==> src/rtl/branch_cmp_seq_pkg.sv <==
// ============================================================================
// Module   : branch_cmp_seq_pkg
// Brief    : Mode/state encodings and branch-decision helpers for branch_cmp_seq.
// Revision : 1.0  initial release
// ============================================================================
`default_nettype none

package branch_cmp_seq_pkg;

    localparam logic [2:0] CMP_EQ  = 3'd0;
    localparam logic [2:0] CMP_NE  = 3'd1;
    localparam logic [2:0] CMP_LTZ = 3'd2;
    localparam logic [2:0] CMP_GEZ = 3'd3;
    localparam logic [2:0] CMP_LEZ = 3'd4;
    localparam logic [2:0] CMP_GTZ = 3'd5;
    localparam logic [2:0] CMP_LT  = 3'd6;
    localparam logic [2:0] CMP_LTU = 3'd7;

    localparam logic [0:0] S_IDLE = 1'b0;
    localparam logic [0:0] S_RUN  = 1'b1;

    // Compare-against-zero modes ignore operand B.
    function automatic logic is_zero_mode(input logic [2:0] m);
        return (m == CMP_LTZ) || (m == CMP_GEZ) || (m == CMP_LEZ) || (m == CMP_GTZ);
    endfunction

    function automatic logic taken_decode(input logic [2:0] m, input logic eq, input logic lt);
        logic t;
        case (m)
            CMP_EQ:  t = eq;
            CMP_NE:  t = ~eq;
            CMP_LTZ: t = lt;
            CMP_GEZ: t = ~lt;
            CMP_LEZ: t = lt | eq;
            CMP_GTZ: t = ~lt & ~eq;
            default: t = lt;
        endcase
        return t;
    endfunction

endpackage

`default_nettype wire

==> src/rtl/branch_cmp_seq_if.sv <==
// ============================================================================
// Module   : branch_cmp_seq_if
// Brief    : Request/result bundle between the D stage and branch_cmp_seq.
// Revision : 1.0  initial release
// ============================================================================
`default_nettype none

interface branch_cmp_seq_if #(
    parameter int WIDTH = 32
);
    logic             start;
    logic [2:0]       mode;
    logic [WIDTH-1:0] a;
    logic [WIDTH-1:0] b;
    logic             flush;
    logic             ready;
    logic             stall;
    logic             done;
    logic             eq;
    logic             lt;
    logic             taken;

    modport master (
        output start, mode, a, b, flush,
        input  ready, stall, done, eq, lt, taken
    );

    modport slave (
        input  start, mode, a, b, flush,
        output ready, stall, done, eq, lt, taken
    );
endinterface

`default_nettype wire

==> src/rtl/branch_cmp_seq_cmp_slice.sv <==
// ============================================================================
// Module   : cmp_slice
// Brief    : Combinational CHUNK-bit slice compare with optional MSB inversion.
// Revision : 1.0  initial release
// ============================================================================
`default_nettype none

module cmp_slice #(
    parameter int CHUNK = 8
) (
    input  wire logic [CHUNK-1:0] sa,
    input  wire logic [CHUNK-1:0] sb,
    input  wire logic             inv_msb,
    output logic                  s_eq,
    output logic                  s_lt
);
    // Flipping the sign bit turns a signed compare into an unsigned one.
    logic [CHUNK-1:0] w_flip;
    logic [CHUNK-1:0] w_xa;
    logic [CHUNK-1:0] w_xb;

    always_comb begin
        w_flip          = '0;
        w_flip[CHUNK-1] = inv_msb;
        w_xa            = sa ^ w_flip;
        w_xb            = sb ^ w_flip;
        s_eq            = (w_xa == w_xb);
        s_lt            = (w_xa < w_xb);
    end
endmodule

`default_nettype wire

==> src/rtl/branch_cmp_seq.sv <==
// ============================================================================
// Module   : branch_cmp_seq
// Brief    : Sequential MSB-first sliced branch comparator with early exit.
// Revision : 1.0  initial release
// ============================================================================
`default_nettype none

module branch_cmp_seq
    import branch_cmp_seq_pkg::*;
#(
    parameter int WIDTH      = 32,
    parameter int CHUNK      = 8,
    parameter int EARLY_EXIT = 1
) (
    input  wire logic        clk,
    input  wire logic        reset,
    branch_cmp_seq_if.slave  bus
);
    localparam int NCHUNK = WIDTH / CHUNK;
    localparam int IDXW   = (NCHUNK > 1) ? $clog2(NCHUNK) : 1;

    if (WIDTH % CHUNK != 0) begin : g_param_check
        $error("branch_cmp_seq: WIDTH must be a multiple of CHUNK");
    end

    logic [0:0]       r_state;
    logic [0:0]       w_state_nxt;
    logic [IDXW-1:0]  r_idx;
    logic [WIDTH-1:0] r_a;
    logic [WIDTH-1:0] r_b;
    logic [2:0]       r_mode;
    logic             r_dec;
    logic             r_lt_w;
    logic             r_done;
    logic             r_eq;
    logic             r_lt;
    logic             r_taken;

    logic             w_accept;
    logic             w_finish;
    logic             w_first_diff;
    logic             w_dec_nxt;
    logic             w_lt_nxt;
    logic             w_inv;
    logic             w_s_eq;
    logic             w_s_lt;
    logic [CHUNK-1:0] w_a_sl [NCHUNK];
    logic [CHUNK-1:0] w_b_sl [NCHUNK];

    for (genvar gi = 0; gi < NCHUNK; gi++) begin : g_slice
        assign w_a_sl[gi] = r_a[gi*CHUNK +: CHUNK];
        assign w_b_sl[gi] = r_b[gi*CHUNK +: CHUNK];
    end

    assign w_inv = (r_idx == IDXW'(NCHUNK - 1)) && (r_mode != CMP_LTU);

    cmp_slice #(
        .CHUNK   (CHUNK)
    ) u_slice (
        .sa      (w_a_sl[r_idx]),
        .sb      (w_b_sl[r_idx]),
        .inv_msb (w_inv),
        .s_eq    (w_s_eq),
        .s_lt    (w_s_lt)
    );

    // Only the first differing slice decides lt; later slices are irrelevant.
    assign w_accept     = (r_state == S_IDLE) && bus.start && !bus.flush;
    assign w_first_diff = !r_dec && !w_s_eq;
    assign w_dec_nxt    = r_dec || !w_s_eq;
    assign w_lt_nxt     = w_first_diff ? w_s_lt : r_lt_w;
    assign w_finish     = (r_state == S_RUN) && !bus.flush &&
                          ((r_idx == '0) || ((EARLY_EXIT != 0) && w_first_diff));

    always_ff @(posedge clk or posedge reset) begin
        if (reset) begin
            r_state <= S_IDLE;
        end else begin
            r_state <= w_state_nxt;
        end
    end

    always_comb begin
        w_state_nxt = r_state;
        case (r_state)
            S_IDLE:  if (w_accept) w_state_nxt = S_RUN;
            S_RUN:   if (bus.flush || w_finish) w_state_nxt = S_IDLE;
            default: w_state_nxt = S_IDLE;
        endcase
    end

    always_comb begin
        bus.ready = (r_state == S_IDLE);
        bus.stall = (r_state == S_RUN) || w_accept;
        bus.done  = r_done;
        bus.eq    = r_eq;
        bus.lt    = r_lt;
        bus.taken = r_taken;
    end

    always_ff @(posedge clk or posedge reset) begin
        if (reset) begin
            r_idx   <= '0;
            r_a     <= '0;
            r_b     <= '0;
            r_mode  <= '0;
            r_dec   <= 1'b0;
            r_lt_w  <= 1'b0;
            r_done  <= 1'b0;
            r_eq    <= 1'b0;
            r_lt    <= 1'b0;
            r_taken <= 1'b0;
        end else begin
            r_done <= 1'b0;
            if (w_accept) begin
                r_a    <= bus.a;
                r_b    <= is_zero_mode(bus.mode) ? '0 : bus.b;
                r_mode <= bus.mode;
                r_idx  <= IDXW'(NCHUNK - 1);
                r_dec  <= 1'b0;
                r_lt_w <= 1'b0;
            end else if ((r_state == S_RUN) && !bus.flush) begin
                r_dec  <= w_dec_nxt;
                r_lt_w <= w_lt_nxt;
                if (r_idx != '0) begin
                    r_idx <= r_idx - IDXW'(1);
                end
                if (w_finish) begin
                    r_done  <= 1'b1;
                    r_eq    <= !w_dec_nxt;
                    r_lt    <= w_lt_nxt;
                    r_taken <= taken_decode(r_mode, !w_dec_nxt, w_lt_nxt);
                end
            end
        end
    end
endmodule

`default_nettype wire

==> src/flat_wrapper.sv <==
// flat-port wrapper written by rule: the top's interface ports become plain ports
module branch_cmp_seq_flat import branch_cmp_seq_pkg::*;
#(
    parameter int WIDTH      = 32,
    parameter int CHUNK      = 8,
    parameter int EARLY_EXIT = 1
)
  (clk, reset, bus_start, bus_mode, bus_a, bus_b, bus_flush, bus_ready, bus_stall, bus_done, bus_eq, bus_lt, bus_taken);
  branch_cmp_seq_if #(.WIDTH(WIDTH)) bus_i ();
  input  wire logic clk;
  input  wire logic reset;
  input wire logic [$bits(bus_i.start)-1:0] bus_start;
  input wire logic [$bits(bus_i.mode)-1:0] bus_mode;
  input wire logic [$bits(bus_i.a)-1:0] bus_a;
  input wire logic [$bits(bus_i.b)-1:0] bus_b;
  input wire logic [$bits(bus_i.flush)-1:0] bus_flush;
  output wire logic [$bits(bus_i.ready)-1:0] bus_ready;
  output wire logic [$bits(bus_i.stall)-1:0] bus_stall;
  output wire logic [$bits(bus_i.done)-1:0] bus_done;
  output wire logic [$bits(bus_i.eq)-1:0] bus_eq;
  output wire logic [$bits(bus_i.lt)-1:0] bus_lt;
  output wire logic [$bits(bus_i.taken)-1:0] bus_taken;
  assign bus_i.start = bus_start;
  assign bus_i.mode = bus_mode;
  assign bus_i.a = bus_a;
  assign bus_i.b = bus_b;
  assign bus_i.flush = bus_flush;
  assign bus_ready = bus_i.ready;
  assign bus_stall = bus_i.stall;
  assign bus_done = bus_i.done;
  assign bus_eq = bus_i.eq;
  assign bus_lt = bus_i.lt;
  assign bus_taken = bus_i.taken;
  branch_cmp_seq #(.WIDTH(WIDTH), .CHUNK(CHUNK), .EARLY_EXIT(EARLY_EXIT)) u_core (.clk(clk), .reset(reset), .bus(bus_i));
endmodule
==> config.mk <==
export PLATFORM = sky130hd
export DESIGN_NAME = branch_cmp_seq_flat
export DESIGN_NICKNAME = d
export VERILOG_FILES = /design/src/rtl/branch_cmp_seq_pkg.sv /design/src/rtl/branch_cmp_seq_if.sv /design/src/rtl/branch_cmp_seq_cmp_slice.sv /design/src/rtl/branch_cmp_seq.sv /design/src/flat_wrapper.sv
export SDC_FILE = /design/constraint.sdc
export NUM_CORES = 1
export LEC_CHECK = 0
export ABC_CLOCK_PERIOD_IN_PS = 4780
export CAP_MARGIN = 10
export CELL_PAD_IN_SITES_DETAIL_PLACEMENT = 1
export CELL_PAD_IN_SITES_GLOBAL_PLACEMENT = 2
export CORE_AREA = 2 2 103 105
export CTS_BUF_LIST = sky130_fd_sc_hd__clkbuf_2
export CTS_CLUSTER_DIAMETER = 200
export DETAILED_ROUTE_END_ITERATION = 8
export DIE_AREA = 0 0 105 107
export PLACE_DENSITY = 0.94
export SYNTH_ARGS = -nofsm -noshare
export SYNTH_HDL_FRONTEND = slang
export SYNTH_SLANG_ARGS = --single-unit
==> constraint.sdc <==
create_clock -name clk -period 4.78 [get_ports clk]
set_input_delay 0.956 -clock clk [delete_from_list [all_inputs] [get_ports clk]]
set_output_delay 0.956 -clock clk [all_outputs]
set_load 0.01 [all_outputs]
Word-level counts from Yosys, hierarchy flattened
Cells that the tools add are included.
{"block": "word_totals", "reg_bits": 76, "output_inout_bits": 6, "latchBits": 0, "n_memories": 0, "wordCells": 79, "romBits": 0, "ramBits": 0}
{"block": "op_classes", "multipliers": 0, "add_sub_neg": 1, "bitwise_logic": 8, "n_div": 0, "n_lt_le_gt_ge": 2, "muxes": 22, "n_reduce_logical": 24, "eq_ne": 11, "n_shift": 0}
{"cell": "$bmux W8 S2", "count": 2}
{"cell": "$mux W32", "count": 1}
{"cell": "$mux W8", "count": 4}
{"cell": "$xor A8 B8 Y8", "count": 2}
{"cell": "$eq A3 B3 Y1 const B", "count": 4}
{"cell": "$mux W1", "count": 10}
{"cell": "$eq A3 B2 Y1 const B", "count": 3}
{"cell": "$eq A8 B8 Y1", "count": 1}
{"cell": "$lt A8 B8 Y1", "count": 1}
{"cell": "$logic_or A1 B1 Y1", "count": 7}
{"cell": "$logic_and A1 B1 Y1", "count": 6}
{"cell": "$mux W2", "count": 3}
{"cell": "$reduce_bool A2 Y1", "count": 3}
{"cell": "$pmux W1 S5", "count": 1}
{"cell": "$logic_not A1 Y1", "count": 4}
{"cell": "$eq A3 B1 Y1 const B", "count": 1}
{"cell": "$ge A3 B3 Y1 const B", "count": 1}
{"cell": "$logic_not A3 Y1", "count": 1}
{"cell": "$ne A3 B3 Y1 const B", "count": 1}
{"cell": "$not A1 Y1", "count": 3}
{"cell": "$not A2 Y3", "count": 1}
{"cell": "$reduce_and A3 Y1", "count": 1}
{"cell": "$eq A2 B2 Y1 const B", "count": 1}
{"cell": "$logic_not A2 Y1", "count": 1}
{"cell": "other kinds (5)", "count": 5}

Longest topological paths before layout
{"block": "depth", "word_depth": 13, "mapped_depth": 10}

Hierarchy
From an unflattened synthesis, not the netlist that was laid out.
{"block": "hier_totals", "hier_cells": 257, "hier_area_um2": 3619.7}
{"mod": "branch_cmp_seq", "n_inst": 1, "cells_per_inst": 228, "area_each_um2": 3400.8, "seq_area_each_um2": 1901.8}
{"mod": "cmp_slice", "n_inst": 1, "cells_per_inst": 29, "area_each_um2": 219.0, "seq_area_each_um2": 0.0}

Worst setup path before layout
No wires, ideal clock.
{"block": "synth_timing", "kind": "reg2reg", "from": "register u_core.r_idx[0]", "to": "register u_core.r_taken, in the netlist u_core.bus.taken", "arrival_time_ns": 2.759, "path_stages_with_launch": 10, "path_buffers": 2, "setup_slack_ns": 1.939, "required_time_ns": 4.698, "setup_time_ns": 0.082, "synth_period_minus_slack_ns": 2.841, "path_cell_list": "dfrtp_1 -> buf_2 -> buf_2 -> mux4_2 -> ha_1 -> nand4_1 -> nor3_1 -> mux2_2 -> or4_1 -> a31oi_1"}
{"block": "synth_between", "elab_chain_len": 12}
{"item": "from (decl)", "line": "branch_cmp_seq.sv:28", "source": "logic [IDXW-1:0] r_idx;"}
{"item": "from (signal assigned)", "line": "branch_cmp_seq.sv:119", "source": "r_idx <= IDXW'(NCHUNK - 1);"}
{"item": "from (signal assigned)", "line": "branch_cmp_seq.sv:126", "source": "r_idx <= r_idx - IDXW'(1);"}
{"item": "branches (longest 12 deep; another with $lt A8 B8 Y1)"}
{"item": "to (signal assigned)", "line": "branch_cmp_seq.sv:132", "source": "r_taken <= taken_decode(r_mode, !w_dec_nxt, w_lt_nxt);"}
{"item": "to (decl)", "line": "branch_cmp_seq.sv:37", "source": "logic r_taken;"}
Several ways; the timed one is not identified. The select of a mux whose other input is x is not followed.
A chain may end at the register's enable or synchronous reset.

Final worst setup path
{"block": "layout_timing", "from": "input bus_flush", "to": "output bus_stall"}
{"block": "layout_between", "elab_chain_len": 3}
{"item": "from (decl)", "line": "flat_wrapper.sv:16", "source": "input wire logic [$bits(bus_i.flush)-1:0] bus_flush;"}
{"item": "$logic_not A1 Y1", "line": "branch_cmp_seq.sv:68", "source": "assign w_accept = (r_state == S_IDLE) && bus.start && !bus.flush;"}
{"item": "$logic_and A1 B1 Y1", "line": "branch_cmp_seq.sv:68"}
{"item": "$logic_or A1 B1 Y1", "line": "branch_cmp_seq.sv:94", "source": "bus.stall = (r_state == S_RUN) || w_accept;"}
{"item": "to (decl)", "line": "flat_wrapper.sv:18", "source": "output wire logic [$bits(bus_i.stall)-1:0] bus_stall;"}
No other way between the ends.

==> impl_metrics.py <==
metrics = {
    "outcome": {
        "status": "completed",
    },
    "timing": {
        "setup_tns_ns": 0,
        "worst_slew_pin_slew_ns": 0.9456,
        "timing.fmax_mhz": 306.6,
        "hold_ws_ns": 0.5043,
        "skew_ns": 0.03636,
        "rsz0062_at_grt": "no",
        "setup_viol": 0,
        "finalHoldViolations": 0,
        "fin_crit_sh_pct": 68.23,
        "relSlewSlack_pct": 36.87,
        "min_period_ns": 3.261,
        "slew_viol_final": 0,
    },
    "floorplanning": {
        "die_area_um2": 11240,
        "core.rowCount": 37,
        "core_area_um2": 10090,
        "start_util_pct": 35.09,
        "chipHeight_um": 107,
        "ios": 77,
        "die_w_um": 105,
    },
    "synth": {
        "synth_edf_count": 0,
        "synth_common_cells": "nand2_1 (108), dfrtp_1 (76), a22o_1 (33)",
        "synth.largest_area_cell": "dfrtp_1",
        "syn_inst": 329,
        "synth_warnings": 0,
        "synth_top_area_share_pct": 53.71,
        "async_flop_share_pct": 100.0,
        "seq_area_frac_synth_pct": 53.71,
        "syn-cell-area_um2": 3541,
        "synth.most_common_cell": "nand2_1",
        "syn_area_per_cell_um2": 10.76,
        "synthTopCellsByArea": "dfrtp_1 (54%), nand2_1 (11%), mux4_2 (10%)",
        "synth_fp_nets": 410,
        "yosys.cell_types.count": 34,
        "ys_seq_elements": 76,
        "synth-main-ff-cell": "dfrtp_1",
    },
    "global_route": {
        "grt_pass1_wl_um": 14290,
        "grt_max_degree": 69,
        "overflow": 0,
        "grtUsageTotal_pct": 16.37,
        "antenna_found_initial": 0,
        "grt_pass1_vias": 2939,
    },
    "clocking": {
        "cts.repair.resized": 0,
        "clock_path_buffers": 2,
        "cts.clk_slew.worst_paths_ns": 0.20,
        "root_buffer": "clkbuf_2",
        "clock_latency_ns": 0.55,
        "tritoncts": "done",
        "cts_buffers": 9,
        "cts_hold_buffers": 0,
        "cts_setup_buffers": 0,
        "numClockSinks": 76,
        "h-tree-depth": 3,
    },
    "power": {
        "power_switching_mw": 0.6580,
        "pwr-share-comb_pct": 35.4,
        "ir_drop_mv": 0.1215,
        "powerDensity_nw_per_um2": 404.5,
        "p_sw_share_pct": 35.78,
        "internal_power_mw": 1.181,
        "p_leak_nw": 2.115,
        "seqPwrFrac_pct": 46.9,
        "clkPwrFrac_pct": 17.7,
    },
    "route": {
        "drtPass1Iterations": 4,
        "via_count": 2687,
        "route.met2.wl_um": 4502,
        "met3_length_um": 270,
        "drc_errors": 0,
        "antenna_left": 0,
        "met1_length_um": 3732,
        "drt_iter0_markers": 101,
        "routed.top_layer": "met4",
        "viasPerCell": 4.939,
        "avgRoutedWirePerCell_um": 15.75,
        "routed_wl_um": 8566,
    },
    "setup_path": {
        "cp-start-kind": "primary input",
        "endpoint_kind": "output pin",
        "arrival_ns": 2.31,
        "path_class": "primary input to output pin",
        "crit_required_ns": 3.82,
        "path_max_fanout": 5,
    },
    "placed_design": {
        "portBuffers": 76,
        "place.gp.congestion": 0.7764,
        "dp_hpwl_um": 6330,
    },
    "layout": {
        "fin_nets": 484,
        "fillers": 1182,
        "syn_to_final_growth_pct": 28.41,
        "drive_gt1_share_pct": 11.03,
        "antenna_cells": 0,
    },
    "job": {
        "cap_violations": 0,
    },
    "min_path": {
        "hold_path_class": "flop to flop",
    },
}
-- critical path, cell delays in order --
cell	delay, ns
clkdlybuf4s50_1	0.49
nor2_1	0.19
nand2_2	0.08
nand2_1	0.06
clkdlybuf4s50_1	0.52
-- flip-flops by register name, summed over array words and instances (netlist names) --
| signal | cells |
|---|---|
| u_core.bus.done | 1 |
| u_core.bus.eq | 1 |
| u_core.bus.lt | 1 |
| u_core.bus.taken | 1 |
| u_core.r_a | 32 |
| u_core.r_b | 32 |
| u_core.r_dec | 1 |
| u_core.r_idx | 2 |
| u_core.r_lt_w | 1 |
| u_core.r_mode | 3 |
| u_core.r_state | 1 |
-- cell families (layout without fill, tap and decap cells) --
family,count (synthesis),after routing,share of synthesized area (%)
xor+xnor,3,3,0.7422
mux,18,18,10.78
fa+ha+maj,11,11,3.816
compound gates,58,58,12.83
buf+inv,35,114,3.887
simple gates,128,128,14.24
flops,76,76,53.71
-- routing by layer --
metal	vias to the layer above	GRT usage, %
met5	-	0
met1	1349	20.59
met3	5	3.647
met4	0	4.857
li1	1285	-
met2	48	28.34
-- power by group through the flow --
| stage | clock (mW) | sequential (mW) | combinational (mW) |
|---|---|---|---|
| floorplan | 0 | 0.830 | 0.473 |
| global placement | 0 | 0.868 | 0.626 |
| detailed placement | 0 | 0.878 | 0.662 |
| CTS | 0.336 | 0.865 | 0.664 |
| global route | 0.365 | 0.884 | 0.737 |
| finish | 0.326 | 0.863 | 0.650 |
-- worst paths after layout --
path	start	endpoint	slack [ns]	depth (start not counted)
min	u_core.r_a[4]	u_core.r_a[4]	0.50	2
max	bus_flush	bus_stall	1.52	5
min in group asynchronous	reset	u_core.r_b[8]	0.89	2
max in group asynchronous	reset	u_core.r_mode[2]	2.90	3
max reg2reg	u_core.r_idx[0]	u_core.bus.taken	1.70	8
min reg2reg	u_core.r_a[4]	u_core.r_a[4]	0.50	2
-- stage by stage --
step / power [mW] / instance area, um^2 / worst slack, ns / std cells / util (%)
floorplan: 1.303 / 3541 / 1.886 / 329 / -
global placement: 1.494 / 4444 / 1.576 / 528 / 44.04
detailed placement: 1.540 / 4444 / 1.521 / 528 / 44.04
CTS: 1.865 / 4547 / 1.513 / 544 / 45.05
global route: 1.986 / 4547 / 1.434 / 544 / 45.05
finish: 1.839 / 4547 / 1.519 / 544 / 45.05
-- cell usage in the layout (no fill, tap or decap) --
cell type and instances:
a211oi_1 1, a21oi_1 7, a22o_1 33, a31oi_1 1
and2_1 1, buf_4 6, clkbuf_2 9, clkdlybuf4s50_1 76
clkinvlp_4 3, dfrtp_1 76, ha_1 10, inv_1 15
inv_2 1, inv_6 4, maj3_1 1, mux2_2 1
mux2i_1 1, mux4_2 16, nand2_1 107, nand2_2 1
nand2b_1 2, nand3_1 1, nand4_1 3, nor2_1 9
nor2_2 1, nor3_1 1, nor4_1 1, o2111ai_1 1
o211ai_2 1, o21a_1 2, o21ai_0 6, o21ai_2 1
o22a_1 1, o22ai_1 1, o31ai_1 2, o32a_2 1
or4_1 1, xnor2_1 1, xor2_1 2
-- area by class of cell --
cell class / instances / area, um^2 / share of cell area, %
Clock buffer: 9 / 45.04 / 0.9906
Clock inverter: 7 / 57.56 / 1.266
Inverter: 16 / 60.06 / 1.321
Multi-Input combinational cell: 218 / 1506 / 33.13
Sequential cell: 76 / 1902 / 41.83
Tap cell: 136 / 170.2 / 3.742
Timing Repair Buffer: 82 / 805.8 / 17.72
No activity file was read; power rests on OpenSTA's default activity.
